File: src/rtl/microtile_pkg.sv
// Shared types and constants for the microtile pad scheduler.
package microtile_pkg;

  localparam int unsigned TILE_W = 8;

  typedef enum logic [1:0] {
    IDLE   = 2'd0,
    SETTLE = 2'd1,
    ACTIVE = 2'd2,
    DRAIN  = 2'd3
  } state_t;

endpackage

File: src/rtl/microtile_rr_arbiter.sv
// Combinational round-robin pick: first requester after 'last', wrapping.
module microtile_rr_arbiter
  import microtile_pkg::*;
#(
  parameter int unsigned N_TILES = 4,
  parameter int unsigned SEL_W   = $clog2(N_TILES)
) (
  input  logic [N_TILES-1:0] req,
  input  logic [SEL_W-1:0]   last,
  output logic [SEL_W-1:0]   idx,
  output logic               valid
);

  logic [SEL_W-1:0] cand;

  // Scan last+1 .. last+N (mod N); the last tile itself is checked last for fairness
  always_comb begin
    idx   = last;
    valid = 1'b0;
    cand  = '0;
    for (int unsigned i = 1; i <= N_TILES; i++) begin
      cand = SEL_W'((32'(last) + i) % N_TILES);
      if (!valid && req[cand]) begin
        idx   = cand;
        valid = 1'b1;
      end
    end
  end

endmodule

File: src/rtl/microtile_pad_scheduler.sv
// Time-shares one 8-bit pad pair between N combinational microtiles with
// round-robin grant, bounded dwell and settle/drain guard cycles.
module microtile_pad_scheduler
  import microtile_pkg::*;
#(
  parameter int unsigned N_TILES    = 4,
  parameter int unsigned DWELL      = 64,
  parameter int unsigned SETTLE_CYC = 2,
  localparam int unsigned SEL_W     = $clog2(N_TILES)
) (
  input  logic                      clk,
  input  logic                      rst,
  input  logic [N_TILES-1:0]        req,
  input  logic [N_TILES-1:0]        rel,
  input  logic [TILE_W-1:0]         pad_ui,
  input  logic [TILE_W*N_TILES-1:0] tile_uo,
  output logic [TILE_W*N_TILES-1:0] tile_ui,
  output logic [TILE_W-1:0]         pad_uo,
  output logic [N_TILES-1:0]        grant,
  output logic [SEL_W-1:0]          sel,
  output logic                      busy,
  output logic                      timeout
);

  localparam int unsigned DW_W = $clog2(DWELL + 1);
  localparam int unsigned ST_W = $clog2(SETTLE_CYC + 1);

  state_t              state_q, state_d;
  logic [SEL_W-1:0]    sel_q, sel_d;
  logic [N_TILES-1:0]  grant_q, grant_d;
  logic [DW_W-1:0]     dwell_q, dwell_d;
  logic [ST_W-1:0]     settle_q, settle_d;
  logic [TILE_W-1:0]   pad_q, pad_d;
  logic                tmo_q, tmo_d;
  logic                busy_q, busy_d;

  logic [SEL_W-1:0]    arb_idx;
  logic                arb_valid;
  logic                rel_sel, req_sel, expire;

  microtile_rr_arbiter #(
    .N_TILES (N_TILES),
    .SEL_W   (SEL_W)
  ) u_arb (
    .req   (req),
    .last  (sel_q),
    .idx   (arb_idx),
    .valid (arb_valid)
  );

  assign rel_sel = rel[sel_q];
  assign req_sel = req[sel_q];
  assign expire  = (dwell_q == DW_W'(DWELL - 1));

  // Next-state and next register values; only the granted tile's rel/req matter
  always_comb begin
    state_d  = state_q;
    sel_d    = sel_q;
    grant_d  = grant_q;
    dwell_d  = dwell_q;
    settle_d = settle_q;
    pad_d    = pad_q;
    tmo_d    = 1'b0;
    case (state_q)
      IDLE: begin
        if (arb_valid) begin
          state_d  = SETTLE;
          sel_d    = arb_idx;
          grant_d  = N_TILES'(1) << arb_idx;
          settle_d = '0;
        end
      end
      SETTLE: begin
        if (settle_q == ST_W'(SETTLE_CYC - 1)) begin
          state_d  = ACTIVE;
          settle_d = '0;
          dwell_d  = '0;
        end else begin
          settle_d = settle_q + ST_W'(1);
        end
      end
      ACTIVE: begin
        pad_d   = tile_uo[TILE_W*32'(sel_q) +: TILE_W];
        dwell_d = dwell_q + DW_W'(1);
        if (rel_sel || !req_sel || expire) begin
          state_d = DRAIN;
          grant_d = '0;
          dwell_d = '0;
          tmo_d   = expire && !rel_sel && req_sel;
        end
      end
      DRAIN: begin
        state_d = IDLE;
      end
      default: begin
        state_d = IDLE;
        grant_d = '0;
      end
    endcase
    busy_d = (state_d != IDLE);
  end

  // State and output registers; reset drops everything without a drain cycle
  always_ff @(posedge clk or posedge rst) begin
    if (rst) begin
      state_q  <= IDLE;
      sel_q    <= SEL_W'(N_TILES - 1);
      grant_q  <= '0;
      dwell_q  <= '0;
      settle_q <= '0;
      pad_q    <= '0;
      tmo_q    <= 1'b0;
      busy_q   <= 1'b0;
    end else begin
      state_q  <= state_d;
      sel_q    <= sel_d;
      grant_q  <= grant_d;
      dwell_q  <= dwell_d;
      settle_q <= settle_d;
      pad_q    <= pad_d;
      tmo_q    <= tmo_d;
      busy_q   <= busy_d;
    end
  end

  // Pad input reaches only the granted tile; all other slices held at zero
  always_comb begin
    tile_ui = '0;
    for (int unsigned i = 0; i < N_TILES; i++) begin
      if (grant_q[i]) tile_ui[TILE_W*i +: TILE_W] = pad_ui;
    end
  end

  assign pad_uo  = pad_q;
  assign grant   = grant_q;
  assign sel     = sel_q;
  assign busy    = busy_q;
  assign timeout = tmo_q;

endmodule

File: config.mk
export PLATFORM = sky130hd
export DESIGN_NAME = microtile_pad_scheduler
export DESIGN_NICKNAME = d
export VERILOG_FILES = /design/src/rtl/microtile_pkg.sv /design/src/rtl/microtile_rr_arbiter.sv /design/src/rtl/microtile_pad_scheduler.sv
export SDC_FILE = /design/constraint.sdc
export NUM_CORES = 1
export LEC_CHECK = 0
export ABC_CLOCK_PERIOD_IN_PS = 2400
export CELL_PAD_IN_SITES_DETAIL_PLACEMENT = 0
export CELL_PAD_IN_SITES_GLOBAL_PLACEMENT = 1
export CORE_ASPECT_RATIO = 2
export CORE_UTILIZATION = 36
export DETAILED_ROUTE_END_ITERATION = 7
export DONT_BUFFER_PORTS = 1
export PLACE_DENSITY_LB_ADDON = 0.1
export SYNTH_ARGS = -nofsm -noshare
export SYNTH_HDL_FRONTEND = slang
export SYNTH_SLANG_ARGS = --single-unit
File: constraint.sdc
create_clock -name clk -period 2.4 [get_ports clk]
set_input_delay 0.24 -clock clk [delete_from_list [all_inputs] [get_ports clk]]
set_output_delay 0.24 -clock clk [all_outputs]
set_load 0.05 [all_outputs]
==> parameters.txt <==
Parameter                              Value

Global route
  Total congestion overflow after global routing    0
  GRT Overall Usage    0.1693
  Wire length of the first global-routing pass    about 6600 um
  Initial antenna violation count    0
  Maximum number of pins on one net before global-route repair    28
  Number of global-route vias before repair    approximately 1400

Clock network
  Gates resized, CTS repair    0
  Maximum root-to-sink buffer count    2
  TritonCTS clock tree    yes
  Clock tree root driver cell    sky130_fd_sc_hd__clkbuf_8
  Number of buffers added by the clock tree synthesis step    3
  # clock sinks    27
  Clock transition time at the flip-flop clock pins of the worst setup and hold paths    approximately 90 ps
  Clock Latency Late Sink    between 200 and 300 ps
  Level count of the clock H-tree    1

Synth
  Post-synth EDFFs    0
  Main flop type after synthesis    sky130_fd_sc_hd__dfrtp_1
  Proportion of netlist area held by the largest area contributor    0.3685
  Mapped Nets    228
  Post-synthesis sequential area ratio    0.3994
  Cell variety after synth    43
  Number of standard cells after synthesis    between 150 and 200
  Number of synthesis warnings    0
  Area leader, netlist    sky130_fd_sc_hd__dfrtp_1
  Async set or reset register ratio after synthesis    1.000
  Cell types with the largest area share after synthesis    sky130_fd_sc_hd__dfrtp_1 37%, sky130_fd_sc_hd__mux4_2 12%, sky130_fd_sc_hd__and2_1 12%
  Most instantiated library cell after synthesis    sky130_fd_sc_hd__nand2_1
  Number of flip-flops and latches in the synthesized netlist    27
  Cell area after synthesis    between 1500 and 2000 sq um
  Mean cell area of the mapped netlist    9.593 sq um
  List of most frequent post-synthesis cells    34 x sky130_fd_sc_hd__nand2_1, 32 x sky130_fd_sc_hd__and2_1, 25 x sky130_fd_sc_hd__dfrtp_1, 9 x sky130_fd_sc_hd__mux4_2, 9 x sky130_fd_sc_hd__nor2_1

Power
  PwrDens    ~1400 nW/um^2
  Worst voltage drop across the vdd grid    roughly 0.86 mV
  Leakage power    0.0007980 uW

Timing
  Unrepaired setup endpoints after global routing    no
  Share of the clock period used by the worst path after layout    0.8011
  Post-Route Setup TNS    0 ps
  Number of endpoints with negative hold slack in the final report    0
  Final setup violation count    0
  Slew headroom    0.5455
  Final Critical Period    1923 ps
  Highest Clock Rate    roughly 520 MHz
  Clock Skew    around 2.3 ps
  Max-slew violation count    0
  Actual slew at the worst max-slew pin    slightly below 700 ps

Placement
  Total of buffers placed on input and output ports    0
  GPL Wtd Cong    ~0.74
  HPWL reported at the end of detailed placement    roughly 3200 um
  Post-placement cell count    about 230
  Post-placement cell area    approximately 1800 sq um

Flow run
  Max-capacitance violation count    0

Worst setup path
  Highest fanout seen on the critical path    11
  Data required time of the critical path    about 2600 ps
  Logic depth of the worst register-to-register path    3
  Data arrival at the endpoint of the critical path    approximately 2100 ps
  Startpoint Class    flip-flop
  Worst setup EP type    flip-flop
  Critical path type    flip-flop to flip-flop

Routing
  WL/cell    around 17 um
  First drt pass iteration count    4
  Initial DRC count    16
  Total routed wirelength    a little over 4000 um
  Number of vias per cell after detailed routing    5.679
  Via count    1329
  Remaining number of nets flagged by the antenna check after routing    0
  Post-route DRC    0

Layout
  Total Nets Final    231
  Final Instance Area    ~1800 sq um
  Post-synthesis to final-layout area growth    6.559%
  Final design utilization    0.3973
  Antenna cells    0
  Share of layout cells above drive strength 1    0.1285
  Final non-filler cell total    about 230

Min path
  Worst Hold Class    input port to flip-flop
  Cell depth of the worst hold path    3

Floorplan
  Effective utilization at floorplan    0.3728
  Y dimension of the die    between 90 and 100 um
  Row cnt    35
  Top-level I/O count    ~100
  Area enclosed by the die boundary    around 5000 sq um
  Area of the core region    ~4600 sq um
  Width of the chip    50.56 um

Run status
  Run status    complete, no violations
## cell type report
type / instances / area [sq um]
Inverter: 3 / 11.26
Sequential cell: 27 / 678.2
Fill cell: 484 / 2745
Timing Repair Buffer: 6 / 47.55
Tap cell: 55 / 68.82
Multi-Input combinational cell: 139 / 958.4
Clock buffer: 4 / 45.04
## critical path: stages (launching register included)
cell and delay, ps:
sky130_fd_sc_hd__dfstp_2 680, sky130_fd_sc_hd__mux4_2 670, sky130_fd_sc_hd__and2_4 210, sky130_fd_sc_hd__a32o_1 250
## power by group
part | leakage, uW | switching [uW] | internal [uW] | total (uW)
Sequential | 0.000344 | 530 | 611 | 1140
Combinational | 0.000432 | 757 | 387 | 1140
Clock | 0.0000228 | 135 | 119 | 254
## routing by layer
layer	up-vias	global-route usage	routed length (um)
met1	660	0.1923	1551
met2	47	0.3149	2250
li1	620	-	-
met4	0	0.05128	29
met3	2	0.02446	207
met5	-	0	0
## kinds of logic after synthesis
kind of cell,count (synthesis),synth area share
buffers and inverters,11,0.03610
flip-flops,27,0.3994
AND/OR/NAND/NOR,100,0.3073
adder cells (fa/ha/maj),1,0.007368
multiplexers,11,0.1319
AO/OA/AOI/OAI,26,0.1128
XOR/XNOR,1,0.005159
## timing repair
| item | CTS | global route |
|---|---|---|
| hold endpoints to repair | 25 | 0 |
| hold buffers | 1 | 0 |
| buffers inserted | 0 | 0 |
## state kept, by name, summed over array words and instances, names as in the netlist
name      count
settle_q      2
pad_uo        8
timeout       1
busy          1
dwell_q       7
grant         4
sel           2
state_q       2
## placed cells by master, fill, tap and decap left out, drive strengths merged, types with 3 or more instances in the layout
| master | count |
|---|---|
| a21oi | 5 |
| a31oi | 3 |
| nand3 | 3 |
| and2 | 33 |
| nor2b | 8 |
| dfrtp | 25 |
| nor2 | 9 |
| buf | 5 |
| mux4 | 9 |
| clkbuf | 4 |
| nand2 | 35 |
| inv | 3 |
| or3 | 3 |
## stage by stage
step           worst slack [ps]  hold WS [ps]  total power (uW)
5_1_grt                   309.2         298.9              2696
3_3_place_gp              510.0         218.2              2283
6_report                  477.3         296.9              2539
2_1_floorplan             408.7         291.2              2147
3_5_place_dp              478.2         221.3              2308
4_1_cts                   461.9         286.8              2572
## final timing paths
path / start / to / slack [ps]
worst min register to register: dwell_q[0] / dwell_q[0] / 520
worst max register to register: sel[1] / dwell_q[1] / 480
worst min-delay path: tile_uo[4] / pad_uo[4] / 300
worst max-delay path: sel[1] / dwell_q[1] / 480
max in group asynchronous: rst / sel[0] / 1620
min in group asynchronous: rst / pad_uo[3] / 480
Power figures use the tool's default switching activity.
==> edit 1, RTL diff (same settings) <==
The package constant `TILE_W` goes from 8 to 12.
--- a/src/rtl/microtile_pkg.sv
+++ b/src/rtl/microtile_pkg.sv
@@ -1,7 +1,7 @@
 // Shared types and constants for the microtile pad scheduler.
 package microtile_pkg;
 
-  localparam int unsigned TILE_W = 8;
+  localparam int unsigned TILE_W = 12;
 
   typedef enum logic [1:0] {
     IDLE   = 2'd0,
Interface: changed (resized pad_ui, pad_uo, tile_ui and tile_uo); port bits go from 98 to 138. No check against the original RTL was run, so the function may have changed too.
==> edit 1 against the unedited design <==
Area after synthesis up 21%; routed wire length up 29%; power up 44%; largest cell class unchanged; setup slack better by 170 ps; final cell count up 22%; sequential cell count up 4; non-clock buffer count up 5; design area up 25%.
==> edit 1: results (changes against the unedited design) <==
- Clk_lat worst skew: 290 ps (was 270 ps)
- Hold_ws: 275.2 ps (was 296.9 ps)
- Synth cell types: 39 (was 43)
- Comb pwr share: 51.6% (was 45.1%)
- Post-synthesis compound-gate area fraction: 10.66% (was 11.27%)
- Actual slew at the worst max-slew pin: 544.8 ps (was 681.8 ps)
- Number of buffers created by CTS: 5 (was 3)
- DP Worst Slack: 665.7 ps (was 478.2 ps)
- Placement Cell Area: 2150 um^2 (was 1754 um^2)
- Largest net degree at the start of global routing: 32 (was 28)
- Share of cells above drive strength 1: 14.67% (was 12.85%)
- Starting DRT DRC Count: 38 (was 16)
- Reg2Reg Capture Point: grant[1] (was dwell_q[1])
- Routed WL: 5210 um (was 4038 um)
- Finished Layout Cells: 285 (was 234)
- Met1 Track Usage GR: 16.45% (was 19.23%)
- DR vias/cell: 5.860 (was 5.679)
- Seq pwr: 1300 uW (was 1140 uW)
- Layout Nets: 295 (was 231)
- Clock slew at reported path FFs: 70 ps (was 90 ps)
- Clock power share: 12.7% (was 10.0%)
- R2R setup slack: 650 ps (was 480 ps)
- Total Routing Usage GR: 17.67% (was 16.93%)
- M1 WL: 1731 um (was 1551 um)
- Placed insts: 276 (was 229)
- Peak supply drop: 986.8 uV (was 859.4 uV)
- Arrival @ worst endpoint: 1900 ps (was 2080 ps)
- Commonest cells post-synth: nand2_1 (50), and2_1 (48), dfrtp_1 (29) (was nand2_1 (34), and2_1 (32), dfrtp_1 (25))
- Wire length on met2: 3040 um (was 2250 um)
- Syn Area/Cell: 9.462 um^2 (was 9.593 um^2)
- DP Wirelength: 4212 um (was 3171 um)
- Worst reg2reg path depth: 4 (was 3)
- Crit Path Max Fanout: 16 (was 11)
- H-Tree Level Count: 2 (was 1)
- Fill count: 557 (was 484)
- Sw Pwr: 2144 uW (was 1422 uW)
- Pleak: 0.001010 uW (was 0.0007980 uW)
- Placer congestion estimate: 0.7373 (was 0.7433)
- Post-Synth Adder-Cell Area: 0.6094% (was 0.7369%)
- Status: finished clean (unchanged)
- Post-synthesis mux area share: 15.48% (was 13.19%)
- Hold path endpoint: pad_uo[9] (was pad_uo[4])
- Met3 GRT Util: 3.440% (was 2.446%)
- Final WS setup: 651.1 ps (was 477.3 ps)
- Vias in the first global route: 1,689 (was 1,418)
- Synth area leaders: dfrtp_1 (35%), and2_1 (15%), mux4_2 (9.9%) (was dfrtp_1 (37%), mux4_2 (12%), and2_1 (12%))
- Proportion of netlist area held by the largest area contributor: 35.34% (was 36.85%)
- Hold Crit Start: tile_uo[45] (was tile_uo[4])
==> edit 1: cell count changes in the layout (fill, tap and decap cells not counted), moves of 3 or more <==
cell and change:
and2_1 +16, buf_4 +5, clkbuf_8 +4, dfrtp_1 +4
mux4_1 +4, nand2_1 +16, nand2b_1 +3, nor2_1 -5
o21ai_0 +3, o22ai_1 +4
==> edit 1: area by class of cell <==
| type | instances | area, um^2 | area share [%] |
|---|---|---|---|
| clock buffers | 7 | 96.34 | 4.256 |
| clock inverters | 1 | 7.507 | 0.3317 |
| well taps | 60 | 75.07 | 3.317 |
| multi-input cells | 170 | 1202 | 53.12 |
| inverters | 5 | 18.77 | 0.8292 |
| flip-flops and latches | 31 | 778.2 | 34.38 |
| repair buffers | 11 | 85.08 | 3.759 |
==> edit 1: worst max-delay path, stage by stage, from the launching register on <==
cell and delay (ps):
dfstp_2 730, buf_4 290, a21oi_1 80, a221oi_1 360, o22ai_1 150
==> edit 2, RTL diff (same settings) <==
Made on the original files. Encoding of `state_t`: now one-hot (4 bits for 4 states).
--- a/src/rtl/microtile_pkg.sv
+++ b/src/rtl/microtile_pkg.sv
@@ -3,11 +3,11 @@
 
   localparam int unsigned TILE_W = 8;
 
-  typedef enum logic [1:0] {
-    IDLE   = 2'd0,
-    SETTLE = 2'd1,
-    ACTIVE = 2'd2,
-    DRAIN  = 2'd3
+  typedef enum logic [3:0] {
+    IDLE   = 4'b0001,
+    SETTLE = 4'b0010,
+    ACTIVE = 4'b0100,
+    DRAIN  = 4'b1000
   } state_t;
 
 endpackage
Check against the original RTL: same outputs for any inputs over 10 cycles, from zero or initial values and one cycle with rst high; not proved beyond that.
==> edit 2 against the unedited design <==
Final cell count increased by 9.4%; sequential cell count grew 2; setup slack gained 26 ps; hold slack got worse by 7.3 ps; synthesized cell count rose by 6.8%; area after synthesis rose by 6.7%; routed wire length increased by 4.7%; first-iteration DRC count up 75%; design area grew 11%; power grew 18%; count of clock-buffer cells in the layout up 4; die area is 6.5% higher; global-route usage up 0.52 points; largest cell class unchanged.
==> edit 2: results (changes against the unedited design) <==
- DP Wirelength: 3301 um (was 3171 um)
- Synth cell types: 42 (was 43)
- H-Tree Level Count: 2 (was 1)
- Pleak: 0.0008855 uW (was 0.0007980 uW)
- Commonest cells post-synth: nand2_1 (34), and2_1 (32), dfrtp_1 (26) (was nand2_1 (34), and2_1 (32), dfrtp_1 (25))
- TritonRoute pass-1 iters: 4 (unchanged)
- Layout Nets: 249 (was 231)
- Synth area leaders: dfrtp_1 (36%), mux4_2 (11%), and2_1 (11%) (was dfrtp_1 (37%), mux4_2 (12%), and2_1 (12%))
- R2R setup slack: 500 ps (was 480 ps)
- Starting DRT DRC Count: 28 (was 16)
- Status: finished clean (unchanged)
- DR vias/cell: 5.848 (was 5.679)
- Vias in the first global route: 1,560 (was 1,418)
- Wire per inst: 16.52 um (was 17.26 um)
- First-pass GRT wire length: 6755 um (was 6575 um)
- Total Routing Usage GR: 17.44% (was 16.93%)
- Peak supply drop: 883.7 uV (was 859.4 uV)
- Sequential fraction of the synthesis area: 40.26% (was 39.94%)
- Actual slew at the worst max-slew pin: 793.4 ps (was 681.8 ps)
- Clock slew at reported path FFs: 70 ps (was 90 ps)
- Sw Pwr: 1640 uW (was 1422 uW)
- Synth Net Count: 240 (was 228)
- Number of buffers created by CTS: 5 (was 3)
- Crit Path Max Fanout: 15 (was 11)
- Placer congestion estimate: 0.7791 (was 0.7433)
- Share of cells above drive strength 1: 15.08% (was 12.85%)
- Clk_skew: 6.453 ps (was 2.286 ps)
## edit 2: cell types whose count changed in the layout (fill, tap and decap cells not counted), moves of 2 or more
cell / unedited run / this run
o22a_1: 0 / 2
buf_4: 5 / 9
nor2_1: 9 / 11
o32ai_1: 2 / 0
clkbuf_8: 3 / 6
a211oi_1: 0 / 2
a22o_1: 1 / 3
or3_1: 3 / 1
a31oi_1: 3 / 0
nand2b_1: 2 / 10
o21bai_1: 2 / 0
nor4_1: 0 / 2
nor2b_1: 8 / 4
nor3_1: 1 / 4
## edit 2: path summary, 6_finish.rpt
kind                              from          end  depth (start not counted)
min in group asynchronous          rst    pad_uo[0]                          3
max reg2reg                     sel[1]     grant[0]                          5
max in group asynchronous          rst   state_q[0]                          3
min                         tile_uo[2]    pad_uo[2]                          3
min reg2reg                settle_q[0]  settle_q[0]                          1
max                             sel[1]     grant[0]                          5
## edit 2: repair_timing
action / in CTS / in global routing
setup endpoints to repair: 0 / 0
resized for setup: 0 / 0
endpoints found under the hold margin: 26 / 0
hold buffers: 1 / 0
## edit 2: layout make-up
class,count,area (um^2)
fillers,491,2848
multi-input cells,150,1041
flip-flops and latches,29,729.5
clock buffers,8,90.09
repair buffers,10,77.57
well taps,57,71.32
inverters,2,7.507
## edit 2: worst max-delay path: stages, from the launching register on
cell      delay (ps)
dfstp_2          550
buf_4            210
mux2i_1          200
nor2_1            60
a311oi_1         560
a32o_1           260
## edit 2: routing by layer
layer / wire, um / GRT usage (%) / share of wire [%]
met1: 1342 / 15.63 / 32
met2: 2423 / 33.53 / 57
met3: 310 / 4.167 / 7.3
met4: 152 / 9.717 / 3.6
met5: 0 / 0 / 0
## edit 2: power by group through the flow
stage	combinational, uW	clock [uW]	sequential (uW)
floorplan	1140	0	1220
global placement	1350	0	1240
detailed placement	1350	0	1250
CTS	1360	434	1240
global route	1460	448	1280
finish	1340	411	1240
## edit 2: cell families after synthesis
| group | count (synthesis) | synth area share [%] |
|---|---|---|
| AO/OA/AOI/OAI | 24 | 10.15 |
| XOR/XNOR | 1 | 0.4835 |
| adder cells (fa/ha/maj) | 1 | 0.6905 |
| buffers and inverters | 10 | 2.279 |
| flip-flops | 29 | 40.26 |
| multiplexers | 12 | 12.91 |
| AND/OR/NAND/NOR | 112 | 33.22 |
## edit 2: stage by stage
stage | area (um^2) | power [uW] | setup WS, ps | hold WS, ps | std cells
detailed placement | 1917 | 2601 | 527.7 | 239.1 | 247
global placement | 1917 | 2588 | 559.6 | 234.7 | 247
global route | 2017 | 3189 | 351.3 | 293.7 | 256
CTS | 2017 | 3033 | 490.6 | 277.4 | 256
floorplan | 1812 | 2358 | 358.0 | 315.9 | 189
finish | 2017 | 2988 | 503.4 | 289.6 | 256
